--- src/rtl/dump_pkg.sv ---
// Shared types and default sizes for the register-file dump sequencer.
package dump_pkg;

    localparam int unsigned DEF_NUM_REGS   = 32;
    localparam int unsigned DEF_ADDR_W     = 5;
    localparam int unsigned DEF_DATA_W     = 32;
    localparam int unsigned BYTES_PER_WORD = DEF_DATA_W / 8;

    typedef enum logic [2:0] {
        StIdle,
        StAddr,
        StSend,
        StCsum,
        StFin
    } state_e;

    // Counter width that never collapses to zero bits for single-byte words.
    function automatic int unsigned cnt_width(input int unsigned n);
        return (n > 1) ? $clog2(n) : 1;
    endfunction

endpackage

--- src/rtl/word_serializer.sv ---
// Loadable MSB-first byte serializer with a valid/ready holding register.
// A load captures a full word and raises valid until its last byte is accepted.
module word_serializer
    import dump_pkg::*;
#(
    parameter int unsigned DATA_W = DEF_DATA_W
) (
    input  logic              clk,
    input  logic              rst,
    input  logic              load_i,
    input  logic [DATA_W-1:0] word_i,
    input  logic              tx_ready_i,
    output logic [7:0]        byte_o,
    output logic              valid_o,
    output logic              accept_o,
    output logic              last_o
);

    localparam int unsigned BytesPerWord = DATA_W / 8;
    localparam int unsigned CntW         = cnt_width(BytesPerWord);

    logic [DATA_W-1:0] shift_q, shift_d;
    logic [CntW-1:0]   cnt_q, cnt_d;
    logic              valid_q, valid_d;

    assign byte_o   = shift_q[DATA_W-1 -: 8];
    assign valid_o  = valid_q;
    assign accept_o = valid_q & tx_ready_i;
    assign last_o   = (cnt_q == '0);

    always_comb begin
        shift_d = shift_q;
        cnt_d   = cnt_q;
        valid_d = valid_q;
        if (load_i) begin
            shift_d = word_i;
            cnt_d   = CntW'(BytesPerWord - 1);
            valid_d = 1'b1;
        end else if (accept_o) begin
            shift_d = shift_q << 8;
            if (last_o) begin
                valid_d = 1'b0;
            end else begin
                cnt_d = cnt_q - CntW'(1);
            end
        end
    end

    always_ff @(posedge clk or posedge rst) begin
        if (rst) begin
            shift_q <= '0;
            cnt_q   <= '0;
            valid_q <= 1'b0;
        end else begin
            shift_q <= shift_d;
            cnt_q   <= cnt_d;
            valid_q <= valid_d;
        end
    end

endmodule

--- src/rtl/regfile_dump_reader.sv ---
// Streams every register-file word out as bytes via the debug read port.
// Define DUMP_CHECKSUM_EN to append an XOR checksum byte after the last register.
module regfile_dump_reader
    import dump_pkg::*;
#(
    parameter int unsigned NUM_REGS = DEF_NUM_REGS,
    parameter int unsigned ADDR_W   = DEF_ADDR_W,
    parameter int unsigned DATA_W   = DEF_DATA_W
) (
    input  logic              clk,
    input  logic              rst,
    input  logic              start_i,
    output logic              dbg_on_o,
    output logic [ADDR_W-1:0] dbg_addr_o,
    input  logic [DATA_W-1:0] dbg_data_i,
    output logic [7:0]        tx_data_o,
    output logic              tx_valid_o,
    input  logic              tx_ready_i,
    output logic              busy_o,
    output logic              done_o
);

    localparam logic [ADDR_W-1:0] LastAddr = ADDR_W'(NUM_REGS - 1);

    state_e            state_q, state_d;
    logic [ADDR_W-1:0] addr_q, addr_d;
    logic              dbg_on_q, dbg_on_d;
    logic              load;
    logic [7:0]        ser_byte;
    logic              ser_valid, ser_accept, ser_last;
`ifdef DUMP_CHECKSUM_EN
    logic [7:0]        csum_q, csum_d;
`endif

    word_serializer #(
        .DATA_W(DATA_W)
    ) u_ser (
        .clk       (clk),
        .rst       (rst),
        .load_i    (load),
        .word_i    (dbg_data_i),
        .tx_ready_i(tx_ready_i),
        .byte_o    (ser_byte),
        .valid_o   (ser_valid),
        .accept_o  (ser_accept),
        .last_o    (ser_last)
    );

    always_comb begin
        state_d  = state_q;
        addr_d   = addr_q;
        dbg_on_d = dbg_on_q;
        load     = 1'b0;
`ifdef DUMP_CHECKSUM_EN
        csum_d   = csum_q;
`endif
        unique case (state_q)
            StIdle: begin
                if (start_i) begin
                    state_d  = StAddr;
                    addr_d   = '0;
                    dbg_on_d = 1'b1;
`ifdef DUMP_CHECKSUM_EN
                    csum_d   = '0;
`endif
                end
            end
            StAddr: begin
                load    = 1'b1;
                state_d = StSend;
            end
            StSend: begin
                if (ser_accept) begin
`ifdef DUMP_CHECKSUM_EN
                    csum_d = csum_q ^ ser_byte;
`endif
                    if (ser_last) begin
                        if (addr_q < LastAddr) begin
                            addr_d  = addr_q + ADDR_W'(1);
                            state_d = StAddr;
                        end else begin
`ifdef DUMP_CHECKSUM_EN
                            state_d  = StCsum;
`else
                            state_d  = StFin;
                            dbg_on_d = 1'b0;
`endif
                        end
                    end
                end
            end
`ifdef DUMP_CHECKSUM_EN
            // tx_valid is held high by the state itself, so ready alone completes it.
            StCsum: begin
                if (tx_ready_i) begin
                    state_d  = StFin;
                    dbg_on_d = 1'b0;
                end
            end
`endif
            StFin: begin
                state_d = StIdle;
            end
            default: begin
                state_d = StIdle;
            end
        endcase
    end

    always_ff @(posedge clk or posedge rst) begin
        if (rst) begin
            state_q  <= StIdle;
            addr_q   <= '0;
            dbg_on_q <= 1'b0;
        end else begin
            state_q  <= state_d;
            addr_q   <= addr_d;
            dbg_on_q <= dbg_on_d;
        end
    end

`ifdef DUMP_CHECKSUM_EN
    always_ff @(posedge clk or posedge rst) begin
        if (rst) begin
            csum_q <= '0;
        end else begin
            csum_q <= csum_d;
        end
    end

    assign tx_valid_o = ser_valid | (state_q == StCsum);
    assign tx_data_o  = (state_q == StCsum) ? csum_q : ser_byte;
`else
    assign tx_valid_o = ser_valid;
    assign tx_data_o  = ser_byte;
`endif

    assign dbg_on_o   = dbg_on_q;
    assign dbg_addr_o = addr_q;
    assign busy_o     = (state_q != StIdle) && (state_q != StFin);
    assign done_o     = (state_q == StFin);

endmodule

--- config.mk ---
export PLATFORM = sky130hd
export DESIGN_NAME = regfile_dump_reader
export DESIGN_NICKNAME = d
export VERILOG_FILES = /design/src/rtl/dump_pkg.sv /design/src/rtl/word_serializer.sv /design/src/rtl/regfile_dump_reader.sv
export SDC_FILE = /design/constraint.sdc
export NUM_CORES = 1
export LEC_CHECK = 0
export ABC_AREA = 1
export CORE_MARGIN = 1
export CORE_UTILIZATION = 40
export DETAILED_ROUTE_END_ITERATION = 8
export GPL_TIMING_DRIVEN = 0
export PLACE_DENSITY_LB_ADDON = 0.25
export SLEW_MARGIN = 5
export SYNTH_ARGS = -nofsm -noshare
export SYNTH_HDL_FRONTEND = slang
export SYNTH_SLANG_ARGS = --single-unit
--- constraint.sdc ---
create_clock -name clk -period 1.5 [get_ports clk]
set_input_delay 0.3 -clock clk [delete_from_list [all_inputs] [get_ports clk]]
set_output_delay 0.3 -clock clk [all_outputs]
set_load 0.005 [all_outputs]
# ---- Word-level counts from Yosys, hierarchy flattened
# Index checks and enable logic that the tools add are counted.
dict set report totals {
  word_cells 56
  out_inout_bits 17
  inputBits 36
  regBits 44
}
dict set report op_classes {
  add_sub_neg 2
  n_mux 24
  reduce_logical 12
  eq_ne 10
  n_lt_le_gt_ge 1
  bitwise_logic 1
}
# cell count
set op_table {}
lappend op_table {{2-to-1 mux 32 bit} 2}
lappend op_table {{2-to-1 mux 5 bit} 4}
lappend op_table {{2-to-1 mux 3 bit} 4}
lappend op_table {{inequality test 2 bit, second input constant} 6}
lappend op_table {{case mux 5 bit (2 select lines)} 1}
lappend op_table {{AND reduction 5 bit} 2}
lappend op_table {{case mux 3 bit (3 select lines)} 1}
lappend op_table {{2-to-1 mux 1 bit} 8}
lappend op_table {{2-to-1 mux 2 bit} 3}
lappend op_table {{nonzero test 2 bit} 3}
lappend op_table {{adder 5 x 1 -> 5 bit, second input constant} 1}
lappend op_table {{less-than comparator 5 bit, second input constant} 1}
lappend op_table {{AND reduction 2 bit} 2}
lappend op_table {{equality test 3 x 1 -> 1 bit, second input constant} 1}
lappend op_table {{equality test 3 x 2 -> 1 bit, second input constant} 1}
lappend op_table {{equality test 3 bit, second input constant} 1}
lappend op_table {{zero test 3 bit} 1}
lappend op_table {{inequality test 3 bit, second input constant} 1}
lappend op_table {{AND reduction 3 bit} 1}
lappend op_table {{nonzero test 3 bit} 1}
lappend op_table {{zero test 2 bit} 1}
lappend op_table {{case mux 1 bit (2 select lines)} 1}
lappend op_table {{subtractor 2 x 1 -> 2 bit, second input constant} 1}
lappend op_table {{bitwise AND 1 bit} 1}
lappend op_table {{logical AND 1 bit} 1}

# ---- Depth between registers and ports, before layout
# Gate-level depths: netlist (run 1).
dict set report logic_depth {
  ltp_word 5
  mapped_depth 9
  mapped_depth_nobuf 9
}

# ---- Hierarchy
# A second synthesis (run 1) with hierarchy kept.
dict set report unflattened {
  hier_cells 302
  hier_area_um2 2299.7
}
# module seq_area_each_um2 area_per_inst_um2 cells_each n_inst
set modules_own_cells {}
lappend modules_own_cells {word_serializer 875.8 1732.9 220 1}
lappend modules_own_cells {regfile_dump_reader 225.2 566.8 82 1}

# ---- Least setup slack after synthesis (run 1)
# No wires, ideal clock.
dict set report synth_path {
  path_type {register to register}
  from {register u_ser.cnt_q[0]}
  to {register addr_q[2] (netlist: dbg_addr_o[2])}
  t_required_ns 1.383
  t_arrival_ns 1.157
  setup_ns 0.117
  n_path_buf 0
  path_slack_ns 0.226
  period_less_slack_ns 1.274
  stages_incl_launch_ff 10
  path_cell_list {dfrtp_1 inv_1 ha_1 inv_1 nor2_1 nor2_4 nor2_8 nand2_4 nand2_1 nand2_1}
}
dict set report synth_via {
  elab_chain_cells 3
}
# element line_no
set synth_lines {}
lappend synth_lines {{start, declared} word_serializer.sv:23} ;# logic [CntW-1:0] cnt_q, cnt_d;
lappend synth_lines {{start signal, assigned} word_serializer.sv:56} ;# cnt_q <= cnt_d;
lappend synth_lines {{zero test 2 bit} word_serializer.sv:29} ;# assign last_o = (cnt_q == '0);
lappend synth_lines {{inequality test 2 bit (no source line)} n/a}
lappend synth_lines {{AND reduction 5 bit (no source line)} n/a}
lappend synth_lines {{end signal, assigned} regfile_dump_reader.sv:117} ;# addr_q <= addr_d;
lappend synth_lines {{end, declared} regfile_dump_reader.sv:26} ;# logic [ADDR_W-1:0] addr_q, addr_d;
# No other way between the ends.
# A chain may end at the register's enable or synchronous reset.

# ---- Worst setup path in the final report (run 1)
dict set report layout_path {
  from {register addr_q[2] (netlist: dbg_addr_o[2])}
  to {output port dbg_addr_o[2]}
}
# element line_no
set layout_lines {}
lappend layout_lines {{end, declared} regfile_dump_reader.sv:14} ;# output logic [ADDR_W-1:0] dbg_addr_o,
# No word-level cell between the ends.

==> results of run 1 <==
-- routing by layer --
| layer | wire [µm] | track usage, % |
|---|---|---|
| met1 | 2420 | 25.1 |
| met3 | 243 | 4.35 |
| met2 | 2330 | 28.8 |
| met5 | 0 | 0 |
| met4 | 72 | 5.47 |
-- sequential cells by signal, indices dropped and copies added (netlist names) --
register and cells:
u_ser.shift_q 32, dbg_addr_o 5, u_ser.cnt_q 2, u_ser.valid_o 1, dbg_on_o 1, state_q 3
-- cell type report --
type | count | area (µm²)
buffer | 20 | 140
clock buffer | 6 | 82.6
clock inverter | 2 | 38.8
fill | 497 | 2360
inverter | 22 | 82.6
multi-input combinational | 188 | 978
sequential | 44 | 1110
tap | 72 | 90.1
timing repair buffer | 66 | 624
-- through the flow --
| step | TNS (ps) | instances | instance area [µm²] | utilization (%) |
|---|---|---|---|---|
| after floorplan | 0 | 274 | 2290 | - |
| after global placement | -38240 | 398 | 2900 | 52.7 |
| after detailed placement | -5580 | 399 | 2920 | 53.0 |
| after CTS | 0 | 420 | 3140 | 57.0 |
| after global routing | -1.31 | 420 | 3140 | 57.1 |
| final | 0 | 420 | 3140 | 57.1 |
-- path summary, 6_finish.rpt --
| path | startpoint | end | slack, ps |
|---|---|---|---|
| max in group asynchronous | rst | state_q[1]$_DFFE_PP0P_ | 830 |
| worst max register to register | u_ser.cnt_q[0]$_DFFE_PP0P_ | dbg_addr_o[2]$_DFFE_PP0P_ | 120 |
| worst min-delay path | rst | dbg_addr_o[4]$_DFFE_PP0P_ | 220 |
| worst min register to register | dbg_on_o$_DFFE_PP0P_ | dbg_on_o$_DFFE_PP0P_ | 480 |
| min in group clk | dbg_on_o$_DFFE_PP0P_ | dbg_on_o$_DFFE_PP0P_ | 480 |
| worst max-delay path | dbg_addr_o[2]$_DFFE_PP0P_ | dbg_addr_o[2] | 30 |
-- power groups by stage --
stage | clock (µW) | combinational (µW) | sequential [µW]
2_1_floorplan | 0 | 1830 | 1990
3_3_place_gp | 0 | 2510 | 2050
3_5_place_dp | 0 | 2580 | 2070
4_1_cts | 978 | 2760 | 2010
5_1_grt | 1020 | 3080 | 2080
6_report | 961 | 2740 | 2010
-- kinds of logic after synthesis --
family                   after synthesis  synth area share, %
flip-flops                            44                 48.1
adder cells (fa/ha/maj)                2                 1.09
buffers and inverters                 42                 9.62
AND/OR/NAND/NOR                      167                 33.7
AO/OA/AOI/OAI                         19                 7.54
-- what timing repair did --
item                                    CTS  global route
cloned                                    0             0
pin swaps                                 1             0
setup buffers                            13             0
resized for setup                        17             8
endpoints found under the setup margin   15            19
-- synthesized netlist by cell type (5+ instances only) --
cell type and n:
a31oi_1 6, a31oi_2 9, buf_2 5, buf_4 9, dfrtp_1 44, inv_1 17
inv_2 5, nand2_1 86, nand3_1 40, nor2_1 26
==> results.json, run 1 <==
{
  "status": "finished, final reports clean",
  "diodes": 0,
  "max_cap_violations": 0,
  "critPathTopFamily": "buffers and inverters",
  "ys_ff_latch": 44,
  "start_kind": "flop",
  "fin_nets": 385,
  "p_switching_uw": 2140,
  "ys_warn_count": 0,
  "clk_latency_ps": 300,
  "power_frac_clock_pct": 16.8,
  "worst-path-stages": 1,
  "clk_pin_slew_ps": 80,
  "post-place-ws_ps": -238,
  "finalMaxSlewViolations": 0,
  "synth_nets": 312,
  "gp_congestion": 0.787,
  "fin_skew_ps": 6.70,
  "setup_viol": 0,
  "drive_gt1_share_pct": 21.6,
  "final_cell_mix": "nand2_1, clkdlybuf4s50_1, nand3_1",
  "synth_flop_cell": "dfrtp_1",
  "die_w_um": 77.7,
  "cts_tree": "done",
  "arrival_ps": 1170,
  "hold_class": "in -> async",
  "dp_hpwl_mm": 3.60,
  "grt_pass1_wl_mm": 8.63,
  "rsz0062_at_grt": "yes",
  "drt_first_pass_iters": 4,
  "synth_top_cell_by_area": "dfrtp_1",
  "synth.top_cell.area_share_pct": 48.1,
  "power.total_uw": 5710,
  "ir_worst_vdd_mv": 0.839,
  "period_share_pct": 97.9,
  "netlist_instances": 274,
  "io_pins": 53,
  "r2r_cells": 9,
  "crit_path_top_delay_cell": "clkdlybuf4s50_1",
  "grt.total_usage_pct": 18.3,
  "numCtsBuffers": 5,
  "path_cells": "clkdlybuf4s50_1",
  "clock.fmax_mhz": 681,
  "path_max_fanout": 2,
  "p_leak_uw": 0.00151,
  "critical_path_class": "reg -> out",
  "avgSynthCellArea_um2": 8.36,
  "die_h_um": 77.7,
  "cts.sink_count": 44,
  "overflow": 0,
  "die_area_um2": 6030,
  "p_int_uw": 3570,
  "p_sw_share_pct": 37.5,
  "max_slew_margin_pct": 67.0,
  "worst-path-buf-inv": 1,
  "setup_slack_ps": 31.2,
  "holdWs_ps": 216,
  "drcViolationCount": 0,
  "postRouteAntennaNets": 0,
  "io_buffers": 52,
  "async_flop_share_pct": 100,
  "start_util_pct": 41.6,
  "antenna_found_initial": 0,
  "syn2layout_area_growth_pct": 37.3,
  "end_kind": "primary output",
  "comb_power_share_pct": 48.0,
  "worst_pin_slew_ps": 495,
  "htree_levels": 2,
  "via_count": 1978,
  "synth.distinct_cells": 24,
  "hold_viol_final": 0,
  "post_synth_main_area_contributors": "dfrtp_1, nand2_1, nand3_1, a31oi_2, nor2_1",
  "powerDensity_nw_per_um2": 1820,
  "grt_max_degree": 39,
  "worstPathRequired_ps": 1200,
  "rows": 27,
  "layout_commonest_cell": "nand2_1",
  "synth_edf_count": 0,
  "drt_iter0_drc": 57,
  "cts_root_buf": "clkbuf_8",
  "cts_buffer_depth": 2,
  "critical-path-max-stage-delay_ps": 500,
  "design.core.area_um2": 5510,
  "ys_seq_area_share_pct": 48.1,
  "viasPerCell": 4.71,
  "wl_per_cell_um": 12.1,
  "netlist_area_um2": 2290,
  "post-route-min-period_ps": 1470,
  "wl_mm": 5.07,
  "cts_hold_buf": 0,
  "grt_pass1_vias": 1919,
  "seq_power_share_pct": 35.1
}
Note: power is estimated with default switching activity, not from simulation.
==> inputs of run 2 (changes only) <==
--- a/config.mk
+++ b/config.mk
@@ -6,7 +6,6 @@
 export NUM_CORES = 1
 export LEC_CHECK = 0
 export ABC_AREA = 1
-export CORE_MARGIN = 1
 export CORE_UTILIZATION = 40
 export DETAILED_ROUTE_END_ITERATION = 8
 export GPL_TIMING_DRIVEN = 0
==> results of run 2 <==
No change in the layout: final DEF, timing and power equal those of run 1.
==> inputs of run 3 (changes only) <==
--- a/config.mk
+++ b/config.mk
@@ -7,6 +7,7 @@
 export LEC_CHECK = 0
 export ABC_AREA = 1
 export CORE_UTILIZATION = 40
+export CTS_BUF_LIST = sky130_fd_sc_hd__clkbuf_4 sky130_fd_sc_hd__clkbuf_8
 export DETAILED_ROUTE_END_ITERATION = 8
 export GPL_TIMING_DRIVEN = 0
 export PLACE_DENSITY_LB_ADDON = 0.25
==> results of run 3 <==
No change in the layout: final DEF, timing and power equal those of run 1.
